==> src/rtl/shift_pkg.sv <==
// Shared definitions for the pipelined barrel shifter: operation encodings and
// the per-level stage record, sized for the widest supported operand.
package shift_pkg;

    localparam int MAX_WIDTH = 64;
    localparam int MAX_SHW   = 6;

    typedef enum logic [1:0] {
        OP_SRL = 2'd0,
        OP_SRA = 2'd1,
        OP_SLL = 2'd2,
        OP_ROR = 2'd3
    } op_e;

    typedef struct packed {
        op_e                  op;
        logic [MAX_SHW-1:0]   amount;
        logic                 sign;
        logic [MAX_WIDTH-1:0] value;
        logic                 carry;
    } stage_t;

endpackage

==> src/rtl/shift_stage.sv <==
// One barrel-shifter level: conditionally shifts by 2^LEVEL and registers the
// result together with its valid bit when the advance chain allows.
module shift_stage
    import shift_pkg::*;
#(
    parameter int WIDTH = 32,
    parameter int LEVEL = 0
) (
    input  logic   clk,
    input  logic   rst,
    input  logic   adv_i,
    input  logic   valid_i,
    input  stage_t stage_i,
    output logic   valid_o,
    output stage_t stage_o
);

    localparam int SH = 1 << LEVEL;
    localparam logic [WIDTH-1:0] FILL_MASK = ~({WIDTH{1'b1}} >> SH);

    stage_t           stage_d;
    stage_t           stage_q;
    logic             valid_q;
    logic [WIDTH-1:0] val_s;

    // Shift by 2^LEVEL when this amount bit is set; bits above WIDTH ride along untouched.
    always_comb begin
        stage_d = stage_i;
        val_s   = stage_i.value[WIDTH-1:0];
        if (stage_i.amount[LEVEL]) begin
            stage_d.amount[LEVEL] = 1'b0;
            case (stage_i.op)
                OP_SRL: begin
                    stage_d.value[WIDTH-1:0] = val_s >> SH;
                    stage_d.carry            = val_s[SH-1];
                end
                OP_SRA: begin
                    stage_d.value[WIDTH-1:0] = (val_s >> SH) |
                                               (stage_i.sign ? FILL_MASK : {WIDTH{1'b0}});
                    stage_d.carry            = val_s[SH-1];
                end
                OP_SLL: begin
                    stage_d.value[WIDTH-1:0] = val_s << SH;
                    stage_d.carry            = val_s[WIDTH-SH];
                end
                OP_ROR: begin
                    stage_d.value[WIDTH-1:0] = (val_s >> SH) | (val_s << (WIDTH - SH));
                    stage_d.carry            = val_s[SH-1];
                end
                default: begin
                    stage_d = stage_i;
                end
            endcase
        end else begin
            stage_d = stage_i;
        end
    end

    // Stage register: loads only when the downstream chain lets this level advance.
    always_ff @(posedge clk or posedge rst) begin
        if (rst) begin
            valid_q <= 1'b0;
            stage_q <= '0;
        end else if (adv_i) begin
            valid_q <= valid_i;
            stage_q <= stage_d;
        end
    end

    assign valid_o = valid_q;
    assign stage_o = stage_q;

endmodule

==> src/rtl/shift_unit.sv <==
// Pipelined barrel shifter (SRL/SRA/SLL/ROR) with one registered level per
// amount bit and valid/ready handshakes on both ends.
module shift_unit
    import shift_pkg::*;
#(
    parameter  int WIDTH = 32,
    localparam int SHW   = $clog2(WIDTH)
) (
    input  logic             clk,
    input  logic             rst,
    input  logic             in_valid,
    output logic             in_ready,
    input  logic [1:0]       in_op,
    input  logic [WIDTH-1:0] in_a,
    input  logic [WIDTH-1:0] in_b,
    output logic             out_valid,
    input  logic             out_ready,
    output logic [WIDTH-1:0] out_result,
    output logic             out_carry,
    output logic             out_zero
);

    stage_t           in_stage_s;
    stage_t           stage_s [SHW];
    logic [SHW-1:0]   v_s;
    logic [SHW-1:0]   adv_s;
    logic [SHW-1:0]   low_mask_s;
    logic             unused_s;

    // Pack the operand; the amount keeps only the low SHW bits, i.e. in_b mod WIDTH.
    always_comb begin
        in_stage_s                   = '0;
        in_stage_s.op                = op_e'(in_op);
        in_stage_s.amount[SHW-1:0]   = in_b[SHW-1:0];
        in_stage_s.sign              = in_a[WIDTH-1];
        in_stage_s.value[WIDTH-1:0]  = in_a;
        in_stage_s.carry             = 1'b0;
    end

    // Stage k may advance unless it and every later stage are full while the output stalls.
    always_comb begin
        adv_s      = '0;
        low_mask_s = '0;
        for (int k = 0; k < SHW; k++) begin
            low_mask_s = ~({SHW{1'b1}} << k);
            adv_s[k]   = !(&(v_s | low_mask_s)) || out_ready;
        end
    end

    for (genvar k = 0; k < SHW; k++) begin : g_level
        stage_t st_in_s;
        logic   v_in_s;
        if (k == 0) begin : g_first
            assign st_in_s = in_stage_s;
            assign v_in_s  = in_valid;
        end else begin : g_rest
            assign st_in_s = stage_s[k-1];
            assign v_in_s  = v_s[k-1];
        end
        shift_stage #(
            .WIDTH (WIDTH),
            .LEVEL (k)
        ) u_stage (
            .clk     (clk),
            .rst     (rst),
            .adv_i   (adv_s[k]),
            .valid_i (v_in_s),
            .stage_i (st_in_s),
            .valid_o (v_s[k]),
            .stage_o (stage_s[k])
        );
    end

    assign in_ready   = adv_s[0];
    assign out_valid  = v_s[SHW-1];
    assign out_result = stage_s[SHW-1].value[WIDTH-1:0];
    assign out_carry  = stage_s[SHW-1].carry;
    assign out_zero   = (out_result == {WIDTH{1'b0}});
    assign unused_s   = ^{in_b, stage_s[SHW-1]};

endmodule
==> config.mk <==
export PLATFORM = sky130hd
export DESIGN_NAME = shift_unit
export DESIGN_NICKNAME = d
export VERILOG_FILES = /design/src/rtl/shift_pkg.sv /design/src/rtl/shift_stage.sv /design/src/rtl/shift_unit.sv
export SDC_FILE = /design/constraint.sdc
export NUM_CORES = 1
export LEC_CHECK = 0
export ABC_AREA = 1
export ABC_CLOCK_PERIOD_IN_PS = 4600
export CORE_MARGIN = 8
export CORE_UTILIZATION = 40
export DETAILED_ROUTE_END_ITERATION = 10
export PLACE_DENSITY_LB_ADDON = 0.1
export SETUP_SLACK_MARGIN = 0.02
export SLEW_MARGIN = 20
export SYNTH_ARGS = -nofsm -noshare
export SYNTH_HDL_FRONTEND = slang
export SYNTH_HIERARCHICAL = 1
export SYNTH_SLANG_ARGS = --single-unit
==> constraint.sdc <==
create_clock -name clk -period 4.6 [get_ports clk]
set_clock_uncertainty 0.05 [all_clocks]
set_input_delay 0.92 -clock clk [delete_from_list [all_inputs] [get_ports clk]]
set_output_delay 0.92 -clock clk [all_outputs]
set_load 0.05 [all_outputs]
Yosys cells after proc, flatten, opt, wreduce, memory -nomap -nowiden
Cells that the tools add are included.
{"block": "totals", "output_inout_bits": 36, "register_bits": 266}
{"block": "op_classes", "muxes": 15, "eq_ne": 15, "n_reduce_logical": 20, "bitwise": 10}
{"op": "$pmux 33 s4", "n": 5}
{"op": "$mux 33", "n": 5}
{"op": "$mux 32", "n": 5}
{"op": "$or 16x32->32", "n": 2}
{"op": "$or 24x32->32", "n": 2}
{"op": "$or 28x32->32", "n": 2}
{"op": "$or 30x32->32", "n": 2}
{"op": "$or 31x32->32", "n": 2}
{"op": "$logic_not 32->1", "n": 1}
{"op": "$eq 2x2->1 const B", "n": 10}
{"op": "$eq 2x1->1 const B", "n": 5}
{"op": "$logic_not 2->1", "n": 5}
{"op": "$logic_not 1->1", "n": 5}
{"op": "$logic_or 1x1->1", "n": 5}
{"op": "$reduce_and 5->1", "n": 1}
{"op": "$reduce_and 4->1", "n": 1}
{"op": "$reduce_and 3->1", "n": 1}
{"op": "$reduce_and 2->1", "n": 1}

Longest topological paths before layout
Gate-level depths: netlist of the first run.
{"block": "logic_depth", "word_depth": 4, "ltp_mapped": 9, "mapped_depth_nobuf": 6}

Hierarchy
The synthesis of the first run kept the hierarchy.
{"mod": "shift_stage at g_level[1].u_stage", "n_inst": 1, "cells_per_inst": 462, "area_per_inst_um2": 3602.2, "seq_area_each_um2": 1851.8}
{"mod": "shift_stage at g_level[3].u_stage", "n_inst": 1, "cells_per_inst": 456, "area_per_inst_um2": 3570.9, "seq_area_each_um2": 1851.8}
{"mod": "shift_stage at g_level[0].u_stage", "n_inst": 1, "cells_per_inst": 463, "area_per_inst_um2": 3518.4, "seq_area_each_um2": 1851.8}
{"mod": "shift_stage at g_level[2].u_stage", "n_inst": 1, "cells_per_inst": 460, "area_per_inst_um2": 3504.6, "seq_area_each_um2": 1851.8}
{"mod": "shift_stage at g_level[4].u_stage", "n_inst": 1, "cells_per_inst": 383, "area_per_inst_um2": 3251.9, "seq_area_each_um2": 1851.8}
{"mod": "shift_unit", "n_inst": 1, "cells_per_inst": 41, "area_per_inst_um2": 158.9, "seq_area_each_um2": 0.0}

Worst setup path before layout of the first run
No wires, ideal clock.
{"block": "synth_timing", "path_type": "register to output", "startpoint": "register g_level[4].u_stage.stage_q, in the netlist g_level[4].u_stage/stage_o[32]", "endpoint": "output port out_zero", "stages_incl_launch_ff": 6, "setup_slack_ns": 2.057, "arrival_time_ns": 1.573, "n_path_buf": 0, "path_cell_list": "dfrtp_1 -> nor2_1 -> nand2_1 -> nor2_1 -> nand2_1 -> nor2_1"}
{"block": "synth_via", "elab_chain_len": 1}
{"item": "start: declaration", "line_no": "shift_stage.sv:22", "rtl": "stage_t stage_q;"}
{"item": "start signal: assignment", "line_no": "shift_stage.sv:66", "rtl": "stage_q <= stage_d;"}
{"item": "$logic_not 32->1", "line_no": "shift_unit.sv:78", "rtl": "assign out_zero = (out_result == {WIDTH{1'b0}});"}
{"item": "end: declaration", "line_no": "shift_unit.sv:20", "rtl": "output logic out_zero"}
No other way between the ends.

Worst setup path after layout of the first run
{"block": "layout_timing", "startpoint": "register g_level[4].u_stage.stage_q, in the netlist g_level[4].u_stage/stage_o[14]", "endpoint": "output port out_zero"}
The elaborated chain is that of the path after synthesis.

==> results.cfg, run 1 <==
[layout]
post-route-util = 0.455
layout.nets = 1589
area_growth_pct = 11.8
drive_gt1_frac = 0.0725
final_common_cell = nand2_1
antenna_cells = 0
layout_common_cells = nand2_1, a21oi_1, dfrtp_1
final_cells = 1873
fill_cells = 2823

[pwr]
ir_worst_vdd_v = 0.000237
leakagePower_uw = 0.00584
power.density_nw_per_um2 = 515

[floorplanning]
row_count = 60
fp.coreArea_sq_um = 26900
dieArea_sq_um = 32900
io_pins = 106
initial_utilization = 0.407
die_h_um = 181
dieWidth_um = 181

[hold_path]
worstHoldStart = g_level[0].u_stage/stage_o[69]
holdPathStages = 2
whs_endpoint = g_level[0].u_stage/stage_o[69]
min_path_type = register to register

[worst_setup_path]
reg2reg_to = g_level[2].u_stage/stage_o[15]
worst-setup-path-type = register to primary output
slowest_stage = clkdlybuf4s50_1
end_kind = primary output
path_common_cell = nor2_1
crit_path_start_kind = register
r2r_start = g_level[4].u_stage/valid_o
crit_required_ns = 3.63
rrSetupSlack_ns = 2.47
cp_max_fo = 3
slowest_delay_ns = 0.80
cp-startpoint = g_level[4].u_stage/stage_o[14]
path_cells = nor2_1 -> nand2_1 -> nor2_1 -> nand2_1 -> nor2_1 -> clkdlybuf4s50_1
path_buf_inv = 1
arrival_ns = 2.15
worst_r2r_path_depth = 6
critical_path.top_delay_family = buffers and inverters

[routing]
antenna_left = 0
routed_wl_um = 31000
drc = 0
wl_per_cell_um = 16.6
dr.pass1.iters = 6
num_vias = 9973
drt_iter0_drc = 859
vias_per_cell = 5.32

[grt]
grt_max_degree = 44
globalRouteOverflowTotal = 0
grt_pass1_vias = 9747
grt_usage = 0.191
grt_pass1_wl_um = 52200
grt_antenna_before_repair = 0

[timing]
maxSlewHeadroom = 0.259
clock.fmax_mhz = 321
report.final.slew_viol_count = 0
worstMarginPinSlew_ns = 1.11
fin_tns_setup_ns = 0
min_period_over_period = 0.678
setup_viol = 0
fin_crit_ns = 3.12
rsz0062_at_grt = false
finalHoldViolCount = 0

[clock_tree]
ctsLongestPathBuffers = 2
post_cts_resized = 0
path_clk_slew_ns = 0.08
cts_tree = done
clk_latency_ns = 0.44
cts.sinks = 192
hold_buffers = 0
cts_setup_buffers = 0
cts_made_buffers = 17
htreeDepth = 4
root_buffer = clkbuf_16

[yosys]
ys.warnings.count = 6
syn_nets = 1585
postSynthAreaPerCell_sq_um = 7.22
netlist_area_sq_um = 10900
synthCells = 1515

[placed_design]
place_congestion = 0.819
dp_hpwl_um = 21300
dp.cells = 1841
port_buffers = 78

[run]
drv_cap = 0

[outcome]
status = finished, final reports clean
flip-flops by register name (all words and copies together) (netlist names):
name / cells
g_level.u_stage/valid_o: 5
g_level.u_stage/stage_o: 187
tightest hold or removal path, stage by stage (launching register included):
cell     delay (ns)
dfrtp_1        0.34
nand2_1        0.05
nand2_1        0.05
worst max-delay path by stage:
stage | to | cells past startpoint
floorplan | out_zero | 5
global placement | g_level[2].u_stage/stage_o[17] | 8
detailed placement | g_level[2].u_stage/stage_o[15] | 8
CTS | out_zero | 6
global route | out_zero | 6
finish | out_zero | 6
cell type report:
class	instances	area, sq um	share of cell area
Inverter	160	613	0.0501
Clock buffer	18	439	0.0359
Clock inverter	14	153	0.0125
Tap cell	341	427	0.0349
Sequential cell	192	4800	0.393
Timing Repair Buffer	97	933	0.0763
Multi-Input combinational cell	1051	4870	0.398
power by group:
part,switching (uW),internal (uW)
Clock,724,784
Combinational,1410,771
Sequential,498,2120
Total,2630,3670
stage by stage:
| step | cell area [sq um] | power, uW | hold slack, ns | worst slack [ns] |
|---|---|---|---|---|
| 6_report | 12200 | 6300 | 0.425 | 1.48 |
| 5_1_grt | 12200 | 6710 | 0.446 | 1.32 |
| 4_1_cts | 12200 | 6360 | 0.431 | 1.42 |
| 3_5_place_dp | 11600 | 4830 | 0.414 | 1.46 |
| 3_3_place_gp | 11600 | 4810 | 0.411 | 1.46 |
| 2_1_floorplan | 10900 | 4110 | 0.387 | 2.06 |
layer usage:
metal	GRT usage	routed length, um	up-vias
met5	0	0	-
met4	0.0525	481	0
met3	0.0291	1270	28
met2	0.317	14800	241
met1	0.256	14500	4808
li1	-	-	4896
(Power assumes the default switching activity.)
==> run 2: changes to the inputs <==
ABC_CLOCK_PERIOD_IN_PS = 2900   (was 4600)
clock period = 2.9 ns   (was 4.6 ns; I/O delays follow)
==> results.cfg, run 2 (same netlist as run 1, synthesis figures left out) <==
[outcome]
status = finished, final reports clean

[clock_tree]
cts_made_buffers = 17
htreeDepth = 4
hold_buffers = 0
post_cts_resized = 0
clk_latency_ns = 0.43
cts_tree = done
cts_setup_buffers = 0
root_buffer = clkbuf_16
cts.sinks = 192
path_clk_slew_ns = 0.08
ctsLongestPathBuffers = 2

[worst_setup_path]
worst-setup-path-type = register to primary output
end_kind = primary output
cp_max_fo = 3
arrival_ns = 1.76
crit_path_start_kind = register
crit_required_ns = 2.27

[run]
drv_cap = 0

[floorplanning]
io_pins = 106
dieArea_sq_um = 32900
fp.coreArea_sq_um = 26900
die_h_um = 181
initial_utilization = 0.407
dieWidth_um = 181
row_count = 60

[layout]
fin_area_sq_um = 12300
final_cells = 1879
antenna_cells = 0
layout_common_cells = nand2_1, a21oi_1, dfrtp_1
area_growth_pct = 12.4
final_common_cell = nand2_1
drive_gt1_frac = 0.0748
largest_reg_flops = 187
layout.nets = 1595

[grt]
grt_pass1_wl_um = 52200
grt_antenna_before_repair = 0
grt_max_degree = 44
globalRouteOverflowTotal = 0
grt_usage = 0.191
grt_pass1_vias = 9893

[pwr]
p_int_uw = 5890
switching_share = 0.413
power.density_nw_per_um2 = 815
seq_power_share = 0.415
total_power_uw = 10000
power_frac_clock = 0.238
leakagePower_uw = 0.00588
p_switching_uw = 4140
power_frac_comb = 0.347
ir_worst_vdd_v = 0.000290

[routing]
met2_length_um = 15000
dr_wl_met3_um = 1290
routed_wl_um = 31300
vias_per_cell = 5.29
num_vias = 9931
drc = 0
drt_iter0_drc = 827
wl_met1_um = 14400
wl_per_cell_um = 16.7
dr.pass1.iters = 5
antenna_left = 0
highest_layer = met4

[timing]
report.final.slew_viol_count = 0
rsz0062_at_grt = false
worstMarginPinSlew_ns = 1.10
clock.fmax_mhz = 418
maxSlewHeadroom = 0.267
min_period_over_period = 0.825
setup_viol = 0
fin_crit_ns = 2.39
fin_tns_setup_ns = 0
finalHoldViolCount = 0
worst_slack_ns = 0.507

[placed_design]
dp_hpwl_um = 21600
dp.cells = 1847
port_buffers = 78
pre_cts_ws_ns = 0.539
placed_area_sq_um = 11700
place_congestion = 0.807

[hold_path]
min_path_type = register to register
run 2: stage by stage:
stage	hold slack, ns	utilization
floorplan	0.387	-
global placement	0.411	0.436
detailed placement	0.409	0.436
CTS	0.426	0.458
global route	0.441	0.458
finish	0.423	0.458
run 2: final timing paths:
kind | from | to | slack (ns) | cells past startpoint
max reg2reg | g_level[0].u_stage/stage_o[72] | g_level[1].u_stage/stage_o[20] | 1.05 | 6
max in group asynchronous | rst | g_level[0].u_stage/stage_o[17] | 1.70 | 3
min in group asynchronous | rst | g_level[4].u_stage/valid_o | 0.64 | 3
max | g_level[4].u_stage/stage_o[14] | out_zero | 0.51 | 6
min reg2reg | g_level[0].u_stage/stage_o[69] | g_level[0].u_stage/stage_o[69] | 0.42 | 2
min | g_level[0].u_stage/stage_o[69] | g_level[0].u_stage/stage_o[69] | 0.42 | 2
run 2: layout make-up:
cell class | count | area [sq um]
clock buffers | 19 | 433
multi-input cells | 1051 | 4870
fillers | 2818 | 14600
flip-flops and latches | 192 | 4800
repair buffers | 103 | 1010
well taps | 341 | 427
clock inverters | 13 | 154
inverters | 160 | 613
run 2: power groups by stage:
| stage | logic (uW) | clock network, uW | registers, uW |
|---|---|---|---|
| 3_3_place_gp | 3470 | 0 | 4190 |
| 6_report | 3480 | 2390 | 4160 |
| 3_5_place_dp | 3480 | 0 | 4200 |
| 5_1_grt | 3830 | 2570 | 4250 |
| 2_1_floorplan | 1810 | 0 | 4710 |
| 4_1_cts | 3500 | 2460 | 4150 |
run 2: routing by layer:
| layer | up-vias | track usage |
|---|---|---|
| met5 | - | 0 |
| met4 | 0 | 0.0623 |
| met3 | 37 | 0.0305 |
| met2 | 255 | 0.316 |
| met1 | 4729 | 0.252 |
| li1 | 4910 | - |
run 2: critical path, cell delays in order (launching register included):
cell	delay (ns)
dfrtp_1	0.39
nor2_1	0.18
nand2_1	0.07
nor2_1	0.13
nand2_1	0.06
nor2_1	0.07
dlymetal6s2s_1	0.42
==> run 3: changes to the inputs <==
ABC_CLOCK_PERIOD_IN_PS = 2400   (was 2900)
clock period = 2.4 ns   (was 2.9 ns; I/O delays follow)
==> results.cfg, run 3 (same netlist as run 1, synthesis figures left out) <==
[outcome]
status = finished, final reports clean

[floorplanning]
dieWidth_um = 181
row_count = 60
die_h_um = 181
initial_utilization = 0.407
fp.coreArea_sq_um = 26900
dieArea_sq_um = 32900
io_pins = 106

[clock_tree]
cts_setup_buffers = 0
hold_buffers = 0
cts_tree = done
htreeDepth = 4
path_clk_slew_ns = 0.08
cts_made_buffers = 17
ctsLongestPathBuffers = 2
root_buffer = clkbuf_16
clk_latency_ns = 0.44
post_cts_resized = 0
cts.sinks = 192

[placed_design]
placed_area_sq_um = 11800
pre_cts_ws_ns = 0.270
place_congestion = 0.826
dp_hpwl_um = 21700
dp.cells = 1850
port_buffers = 78

[layout]
fin_area_sq_um = 12400
largest_reg_flops = 187
antenna_cells = 0
final_common_cell = nand2_1
layout_common_cells = nand2_1, a21oi_1, dfrtp_1
final_cells = 1882
drive_gt1_frac = 0.0785
layout.nets = 1598
area_growth_pct = 13.4

[timing]
min_period_over_period = 0.944
worstMarginPinSlew_ns = 0.606
finalHoldViolCount = 0
fin_crit_ns = 2.26
rsz0062_at_grt = false
maxSlewHeadroom = 0.595
setup_viol = 0
fin_tns_setup_ns = 0
clock.fmax_mhz = 442
worst_slack_ns = 0.135
report.final.slew_viol_count = 0

[routing]
antenna_left = 0
num_vias = 9936
vias_per_cell = 5.28
wl_per_cell_um = 16.7
drt_iter0_drc = 830
dr_wl_met3_um = 1100
dr.pass1.iters = 5
highest_layer = met4
met2_length_um = 15200
drc = 0
wl_met1_um = 14500
routed_wl_um = 31500

[worst_setup_path]
arrival_ns = 1.73
worst-setup-path-type = register to primary output
end_kind = primary output
crit_path_start_kind = register
crit_required_ns = 1.87
critical_path.top_delay_family = buffers and inverters
path_cells = clkdlybuf4s50_1
slowest_stage = clkdlybuf4s50_1
cp_max_fo = 6
path_buf_inv = 1
slowest_delay_ns = 0.85

[pwr]
ir_worst_vdd_v = 0.000407
leakagePower_uw = 0.00593
total_power_uw = 12300
power.density_nw_per_um2 = 988

[grt]
grt_max_degree = 44
grt_usage = 0.193
grt_pass1_vias = 9851
grt_antenna_before_repair = 0
globalRouteOverflowTotal = 0
grt_pass1_wl_um = 52500

[hold_path]
min_path_type = register to register

[run]
drv_cap = 0
-- run 3: stage by stage --
stage | hold slack (ns) | util
after floorplan | 0.387 | -
after global placement | 0.410 | 0.439
after detailed placement | 0.408 | 0.439
after CTS | 0.427 | 0.462
after global routing | 0.449 | 0.462
final | 0.424 | 0.462
-- run 3: per-layer routing --
layer  GRT usage  up-vias
met4      0.0640        0
met1       0.256     4768
li1            -     4898
met5           0        -
met2       0.319      230
met3      0.0269       40
-- run 3: worst register-to-register path, cell delays in order, from the launching register on --
cell and delay [ns]:
dfrtp_1 0.59, nand2_4 0.30, inv_2 0.44, nand2_1 0.12, nand3_1 0.11, a21oi_1 0.07
-- run 3: path summary, 6_finish.rpt --
kind	from	end	slack [ns]	cells past startpoint
max	g_level[4].u_stage/valid_o	out_valid	0.14	1
min	g_level[1].u_stage/stage_o[70]	g_level[1].u_stage/stage_o[70]	0.42	2
max reg2reg	g_level[1].u_stage/stage_o[73]	g_level[2].u_stage/stage_o[14]	0.60	5
min reg2reg	g_level[1].u_stage/stage_o[70]	g_level[1].u_stage/stage_o[70]	0.42	2
max in group asynchronous	rst	g_level[0].u_stage/stage_o[6]	1.29	3
min in group asynchronous	rst	g_level[4].u_stage/valid_o	0.57	3
-- run 3: layout make-up --
type | instances | area (sq um)
inverters | 160 | 613
well taps | 341 | 427
fillers | 2799 | 14500
multi-input cells | 1051 | 4870
repair buffers | 106 | 1090
clock inverters | 14 | 170
clock buffers | 18 | 439
flip-flops and latches | 192 | 4800
-- run 3: power by group --
| group | switching (uW) | leakage [uW] | internal (uW) |
|---|---|---|---|
| clock network | 1400 | 0.000299 | 1610 |
| logic | 2750 | 0.00332 | 1520 |
| registers | 924 | 0.00231 | 4060 |
| total | 5070 | 0.00593 | 7190 |
